## config.mk

```make
export PLATFORM = sky130hd
export DESIGN_NAME = spi_xfer_ctrl
export DESIGN_NICKNAME = d
export VERILOG_FILES = /design/src/rtl/spi_xfer_ctrl.sv
export SDC_FILE = /design/constraint.sdc
export NUM_CORES = 1
export LEC_CHECK = 0
export CAP_MARGIN = 20
export CORE_UTILIZATION = 30
export DETAILED_ROUTE_END_ITERATION = 12
export REMOVE_ABC_BUFFERS = 1
export SLEW_MARGIN = 20
export SYNTH_ARGS = -nofsm -noshare
export SYNTH_HDL_FRONTEND = slang
export SYNTH_SLANG_ARGS = --single-unit
```

## constraint.sdc

```tcl
create_clock -name clk_100 -period 2.7 [get_ports clk_100]
set_clock_uncertainty 0.2 [all_clocks]
set_input_delay 0.27 -clock clk_100 [delete_from_list [all_inputs] [get_ports clk_100]]
set_output_delay 0.27 -clock clk_100 [all_outputs]
set_load 0.05 [all_outputs]
```

## src/rtl/spi_xfer_ctrl.sv

```systemverilog
// Mode-0 SPI transfer sequencer: CS setup, 2*P_DATA_W tick-driven SCK edges, CS hold, done pulse; all outputs registered.
// SPI_LSB_FIRST_EN selects LSB-first shifting; start is accepted only in IDLE (incl. the done cycle), never queued.
module spi_xfer_ctrl #(
    parameter int P_DATA_W   = 8,
    parameter int P_CS_SETUP = 1,
    parameter int P_CS_HOLD  = 1
) (
    input  logic                clk_100,
    input  logic                s_rst,
    input  logic                start,
    input  logic [P_DATA_W-1:0] tx_data,
    output logic                busy,
    output logic                done,
    output logic [P_DATA_W-1:0] rx_data,
    input  logic                tick,
    output logic                div_hold,
    output logic                div_clr,
    output logic                spi_sck,
    output logic                spi_mosi,
    input  logic                spi_miso,
    output logic                spi_cs_n
);

    localparam int EW   = $clog2(2 * P_DATA_W) + 1;
    localparam int TMAX = (P_CS_SETUP > P_CS_HOLD) ? P_CS_SETUP : P_CS_HOLD;
    localparam int TW   = $clog2(TMAX) + 1;

    localparam logic [EW-1:0] EDGE_LAST  = EW'(2 * P_DATA_W - 1);
    localparam logic [TW-1:0] SETUP_LAST = TW'(P_CS_SETUP - 1);
    localparam logic [TW-1:0] HOLD_LAST  = TW'(P_CS_HOLD - 1);

    typedef enum logic [1:0] {
        S_IDLE  = 2'd0,
        S_SETUP = 2'd1,
        S_XFER  = 2'd2,
        S_HOLD  = 2'd3
    } state_t;

    state_t              state_q, state_d;
    logic [P_DATA_W-1:0] tx_sh_q, tx_sh_d;
    logic [P_DATA_W-1:0] rx_sh_q, rx_sh_d;
    logic [P_DATA_W-1:0] rx_data_q, rx_data_d;
    logic [EW-1:0]       edge_q, edge_d;
    logic [TW-1:0]       tcnt_q, tcnt_d;
    logic                cs_n_q, cs_n_d;
    logic                sck_q, sck_d;
    logic                mosi_q, mosi_d;
    logic                hold_q, hold_d;
    logic                clr_q, clr_d;
    logic                busy_q, busy_d;
    logic                done_q, done_d;

    always_comb begin
        state_d   = state_q;
        tx_sh_d   = tx_sh_q;
        rx_sh_d   = rx_sh_q;
        rx_data_d = rx_data_q;
        edge_d    = edge_q;
        tcnt_d    = tcnt_q;
        cs_n_d    = cs_n_q;
        sck_d     = sck_q;
        mosi_d    = mosi_q;
        hold_d    = hold_q;
        clr_d     = 1'b0;
        busy_d    = busy_q;
        done_d    = 1'b0;

        case (state_q)
            S_IDLE: begin
                if (start) begin
                    state_d = S_SETUP;
                    busy_d  = 1'b1;
                    cs_n_d  = 1'b0;
                    clr_d   = 1'b1;
                    hold_d  = 1'b0;
                    sck_d   = 1'b0;
                    edge_d  = '0;
                    tcnt_d  = '0;
                    rx_sh_d = '0;
                    // First bit goes straight to MOSI; the shifter keeps only the remaining bits.
`ifdef SPI_LSB_FIRST_EN
                    mosi_d  = tx_data[0];
                    tx_sh_d = {1'b0, tx_data[P_DATA_W-1:1]};
`else
                    mosi_d  = tx_data[P_DATA_W-1];
                    tx_sh_d = {tx_data[P_DATA_W-2:0], 1'b0};
`endif
                end
            end

            S_SETUP: begin
                if (tick) begin
                    if (tcnt_q == SETUP_LAST) begin
                        state_d = S_XFER;
                        tcnt_d  = '0;
                        edge_d  = '0;
                    end else begin
                        tcnt_d = tcnt_q + TW'(1);
                    end
                end
            end

            S_XFER: begin
                if (tick) begin
                    sck_d  = ~sck_q;
                    edge_d = edge_q + EW'(1);
                    if (!edge_q[0]) begin
                        // Rising edge: MISO is captured on the same cycle the tick arrives.
`ifdef SPI_LSB_FIRST_EN
                        rx_sh_d = {spi_miso, rx_sh_q[P_DATA_W-1:1]};
`else
                        rx_sh_d = {rx_sh_q[P_DATA_W-2:0], spi_miso};
`endif
                    end else if (edge_q == EDGE_LAST) begin
                        state_d = S_HOLD;
                        tcnt_d  = '0;
                    end else begin
`ifdef SPI_LSB_FIRST_EN
                        mosi_d  = tx_sh_q[0];
                        tx_sh_d = {1'b0, tx_sh_q[P_DATA_W-1:1]};
`else
                        mosi_d  = tx_sh_q[P_DATA_W-1];
                        tx_sh_d = {tx_sh_q[P_DATA_W-2:0], 1'b0};
`endif
                    end
                end
            end

            S_HOLD: begin
                if (tick) begin
                    if (tcnt_q == HOLD_LAST) begin
                        state_d   = S_IDLE;
                        cs_n_d    = 1'b1;
                        hold_d    = 1'b1;
                        busy_d    = 1'b0;
                        done_d    = 1'b1;
                        rx_data_d = rx_sh_q;
                        tcnt_d    = '0;
                    end else begin
                        tcnt_d = tcnt_q + TW'(1);
                    end
                end
            end

            default: state_d = S_IDLE;
        endcase
    end

    always_ff @(posedge clk_100) begin
        if (s_rst) begin
            state_q   <= S_IDLE;
            tx_sh_q   <= '0;
            rx_sh_q   <= '0;
            rx_data_q <= '0;
            edge_q    <= '0;
            tcnt_q    <= '0;
            cs_n_q    <= 1'b1;
            sck_q     <= 1'b0;
            mosi_q    <= 1'b0;
            hold_q    <= 1'b1;
            clr_q     <= 1'b0;
            busy_q    <= 1'b0;
            done_q    <= 1'b0;
        end else begin
            state_q   <= state_d;
            tx_sh_q   <= tx_sh_d;
            rx_sh_q   <= rx_sh_d;
            rx_data_q <= rx_data_d;
            edge_q    <= edge_d;
            tcnt_q    <= tcnt_d;
            cs_n_q    <= cs_n_d;
            sck_q     <= sck_d;
            mosi_q    <= mosi_d;
            hold_q    <= hold_d;
            clr_q     <= clr_d;
            busy_q    <= busy_d;
            done_q    <= done_d;
        end
    end

    assign busy     = busy_q;
    assign done     = done_q;
    assign rx_data  = rx_data_q;
    assign div_hold = hold_q;
    assign div_clr  = clr_q;
    assign spi_sck  = sck_q;
    assign spi_mosi = mosi_q;
    assign spi_cs_n = cs_n_q;

endmodule
```

# Yosys cells after proc, flatten, opt, wreduce, memory -nomap -nowiden
# Index checks and enable logic that the tools add are counted.
# word_totals
elab_cells	95
regBits	38
output_inout_bits	15
# op_classes
reduce_logical	15
bitwise_logic	5
n_eq_ne	15
n_mux	46
add_sub_neg	2
# ops
cell	count
2-to-1 mux 8 bit	7
case mux 8 bit (2 select lines)	2
2-to-1 mux 5 bit	4
inequality test 2 bit (second input constant)	10
2-to-1 mux 1 bit	18
2-to-1 mux 2 bit	8
case mux 5 bit (3 select lines)	1
AND reduction 5 bit	3
case mux 1 bit (2 select lines)	4
case mux 2 bit (4 select lines)	1
AND reduction 4 bit	2
AND reduction 8 bit	1
AND reduction 3 bit	2
adder 5 x 1 -> 5 bit (second input constant)	1
== test 5 x 4 -> 1 bit (second input constant)	1
inverter 1 bit	5
== test 2 bit (second input constant)	2
nonzero test 2 bit	2
OR reduction 2 bit	2
case mux 1 bit (3 select lines)	1
nonzero test 3 bit	1
OR reduction 3 bit	1
== test 2 x 1 -> 1 bit (second input constant)	1
zero test 2 bit	1
other kinds (2)	2

# Longest topological paths before layout
# depth
word_depth	5
ltp_mapped	8
depth_no_buf	7

# Worst setup path before layout
# OpenSTA, ideal clock, no wires.
# synth_timing
kind	register to register
start	register edge_q[0]
end	register tx_sh_q[4]
setup_time_ps	79
stages_incl_launch_ff	9
required_time_ps	2421
setup_slack_ps	729
arrival_time_ps	1692
cell_sequence	dfxtp_1 ha_1 and3_1 ha_1 nand3b_1 a21oi_4 buf_6 nor2_1 a211oi_2
# synth_via
elab_chain_cells	3
elab_cells_between_ends	4
classes_between	eq/ne (3); reduce/logical (1)
# synth_rtl
item	line_no	text
start: declaration	43	logic [EW-1:0] edge_q, edge_d;
start signal: assignment	169	edge_q <= edge_d;
== test 5 x 4 -> 1 bit	114	end else if (edge_q == EDGE_LAST) begin
inequality test 2 bit (no line)	--	
AND reduction 5 bit (no line) *	--	
end signal: assignment	166	tx_sh_q <= tx_sh_d;
end: declaration	40	logic [P_DATA_W-1:0] tx_sh_q, tx_sh_d;
# Every way passes the cells marked *; elsewhere a longest branch is shown, timed or not.
# A chain may end at the register's enable or synchronous reset.

# Final worst setup path
# layout_timing
start	register edge_q[0]
end	register tx_sh_q[1]
# The elaborated chain is that of the path after synthesis.

==> impl_metrics.csv <==
group,metric,value,unit
timing,max_slew_margin,0.662,
detailed_routing,postRouteAntennaNets,0,
detailed_routing,avgRoutedWirePerCell,12.2,um
clocking,cts_buffers,5,
timing,tightest_slew,0.505,ns
detailed_routing,first_iter_violations,45,
finish,fin_nets,222,
setup_path,reg2reg_depth,7,
setup_path,crit_fanout,15,
yosys,ys_top_cells_by_count,"36 x dfxtp_1, 22 x nor2_1, 15 x a21oi_1, 15 x nand2_1, 11 x nand3_1",
detailed_routing,wl_met1,1650,um
detailed_routing,vias,1291,
detailed_routing,wl_met2,1510,um
setup_path,crit_type,"flop to flop",
yosys,synth_area_leader_cell,"dfxtp_1",
global_routing,antenna_found_initial,0,
placement,postPlaceCellArea,1970,um^2
power,leakagePower,0.000734,uW
floorplan,pin_count,28,
timing,rsz0062_at_grt,"false",
run,drv_cap,0,
power,powerDensity,918,nW/um^2
finish,drive_gt1_frac,0.114,
timing,slew_viol_final,0,
yosys,synth-seq-cells,36,
floorplan,initial_core_util,0.317,
timing,holdWs,0.256,ns
min_path,hold_path_class,"flop to flop",
setup_path,critPathLaunchType,"flop",
clocking,cts-resized-gates,0,
placement,dp_hpwl,2250,um
setup_path,r2r-start,"edge_q[0]",
timing,setup_viol,0,
floorplan,die_x,75.9,um
timing,setup_tns,0,ns
clocking,cts_hold_buf,0,
yosys,synth_area_leaders,"dfxtp_1 44%, ha_1 6.1%, mux2i_1 5.5%",
min_path,hp-start,"rx_data[3]",
yosys,syn_avg_cell_area,9.47,um^2
timing,period_needed,2.20,ns
global_routing,grt_max_degree,21,
detailed_routing,first_pass_iters,6,
setup_path,arrival,2.17,ns
yosys,ys_seq_area_frac,0.440,
floorplan,coreArea,5170,um^2
clocking,post-cts-setup-buffers,0,
yosys,synth_cell_types,33,
yosys,syn_area,1640,um^2
yosys,synthArstFlopShare,0,
setup_path,required,2.68,ns
global_routing,grt_pass1_vias,1291,
detailed_routing,highest_layer,"met4",
detailed_routing,drcViolationCount,0,
power,vdd_drop_max,289,uV
clocking,clock_sinks,36,
global_routing,grt_usage,0.122,
finish,area_delta_synth_final,27.0,%
clocking,clk_pin_slew,0.08,ns
min_path,holdPathEnd,"rx_data[3]",
clocking,cts_tree,"built",
setup_path,cp-end-kind,"flop",
global_routing,grt_remaining_overflow,0,
yosys,synth_top_area_frac,0.440,
detailed_routing,routed_via_density,4.75,
timing,hold_viol,0,
placement,finalWeightedCongestion,0.752,
clocking,root_buffer,"clkbuf_8",
setup_path,rrSetupSlack,0.50,ns
floorplan,dieArea,5760,um^2
finish,num_antenna_cells,0,
yosys,synthMostInstantiatedCell,"dfxtp_1",
timing,finalCritPeriodShare,0.813,
yosys,synth_flop_cell,"dfxtp_1",
floorplan,num_rows,26,
yosys,yosysWarnings,0,
outcome,status,"finished, final reports clean",
global_routing,grt_pass1_wl,5710,um
placement,port-buffer-count,27,
setup_path,reg2reg_to,"tx_sh_q[1]",
finish,final_area,2080,um^2
clocking,htree_num_levels,2,
yosys,syn_inst,173,
detailed_routing,drt_wl_total,3310,um
clocking,clk_latency,0.29,ns
yosys,synth_edf_count,0,
detailed_routing,wl_met3,92,um
min_path,holdPathStages,2,
floorplan,die_h,75.9,um
clocking,cts.path.max_buffers,2,
timing,max_freq,455,MHz
==> cell usage in the layout, fill, tap and decap left out, drive strengths merged, types with 2 or more instances in the layout <==
cell type	n
mux2i	10
a21oi	16
clkbuf	5
nand3	11
dfxtp	36
inv	5
nor2	22
a22oi	8
nand3b	3
nor3	2
nand2	15
nor2b	4
buf	4
nor3b	2
o21ai	4
ha	8
a211oi	8
clkdlybuf4s50	27
==> worst max-delay path: stages, from the launching register on <==
cell and delay, ns:
dfxtp_1 0.37, ha_1 0.25, and3_1 0.19, ha_1 0.19, nand3b_1 0.20, a21oi_4 0.41
mux2i_1 0.23, nor2_1 0.05
==> metrics by stage <==
stage | std cells | setup slack [ns] | total power (uW) | utilization
2_1_floorplan | 163 | 0.483 | 1240 | -
3_3_place_gp | 264 | 0.558 | 1430 | 0.380
3_5_place_dp | 264 | 0.518 | 1440 | 0.380
4_1_cts | 272 | 0.519 | 1940 | 0.403
5_1_grt | 272 | 0.366 | 2030 | 0.403
6_report | 272 | 0.504 | 1910 | 0.403
==> cells by family after synthesis <==
group,Yosys count,share of synthesized area
adder cells (fa/ha/maj),8,0.0611
AO/OA/AOI/OAI,40,0.182
flip-flops,36,0.440
multiplexers,10,0.0687
AND/OR/NAND/NOR,65,0.202
buffers and inverters,14,0.0458
==> area by class of cell <==
class / count / area [um^2]
multi-input combinational: 123 / 843
fill: 520 / 3090
tap: 70 / 87.6
clock inverter: 3 / 46.3
clock buffer: 5 / 68.8
sequential: 36 / 721
inverter: 4 / 15.0
timing repair buffer: 31 / 300
==> state kept, by name, summed over array words and instances (netlist names) <==
signal	flops
busy	1
div_clr	1
div_hold	1
done	1
edge_q	5
rx_data	8
rx_sh_q	8
spi_mosi	1
spi_sck	1
state_q	2
tx_sh_q	7
==> power breakdown <==
part           switching, uW  leakage, uW  internal, uW
registers               54.3     0.000293           610
clock network            205    0.0000548           278
logic                    458     0.000386           306
total                    717     0.000734          1190
==> how the worst max path moves through the flow <==
| stage | startpoint | to | slack [ns] | cells past startpoint |
|---|---|---|---|---|
| after CTS | edge_q[0] | tx_sh_q[1] | 0.52 | 7 |
| after detailed placement | edge_q[0] | tx_sh_q[7] | 0.52 | 7 |
| after global placement | edge_q[0] | tx_sh_q[1] | 0.56 | 7 |
| after global routing | edge_q[0] | tx_sh_q[2] | 0.37 | 7 |
| after floorplan | state_q[0] | tx_sh_q[1] | 0.48 | 6 |
| final | edge_q[0] | tx_sh_q[1] | 0.50 | 7 |
==> routing by layer <==
| metal | vias to the layer above | track usage |
|---|---|---|
| met1 | 611 | 0.150 |
| met3 | 6 | 0.0325 |
| met5 | - | 0 |
| met4 | 0 | 0.0481 |
| met2 | 13 | 0.203 |
| li1 | 661 | - |
(Power assumes the default switching activity.)
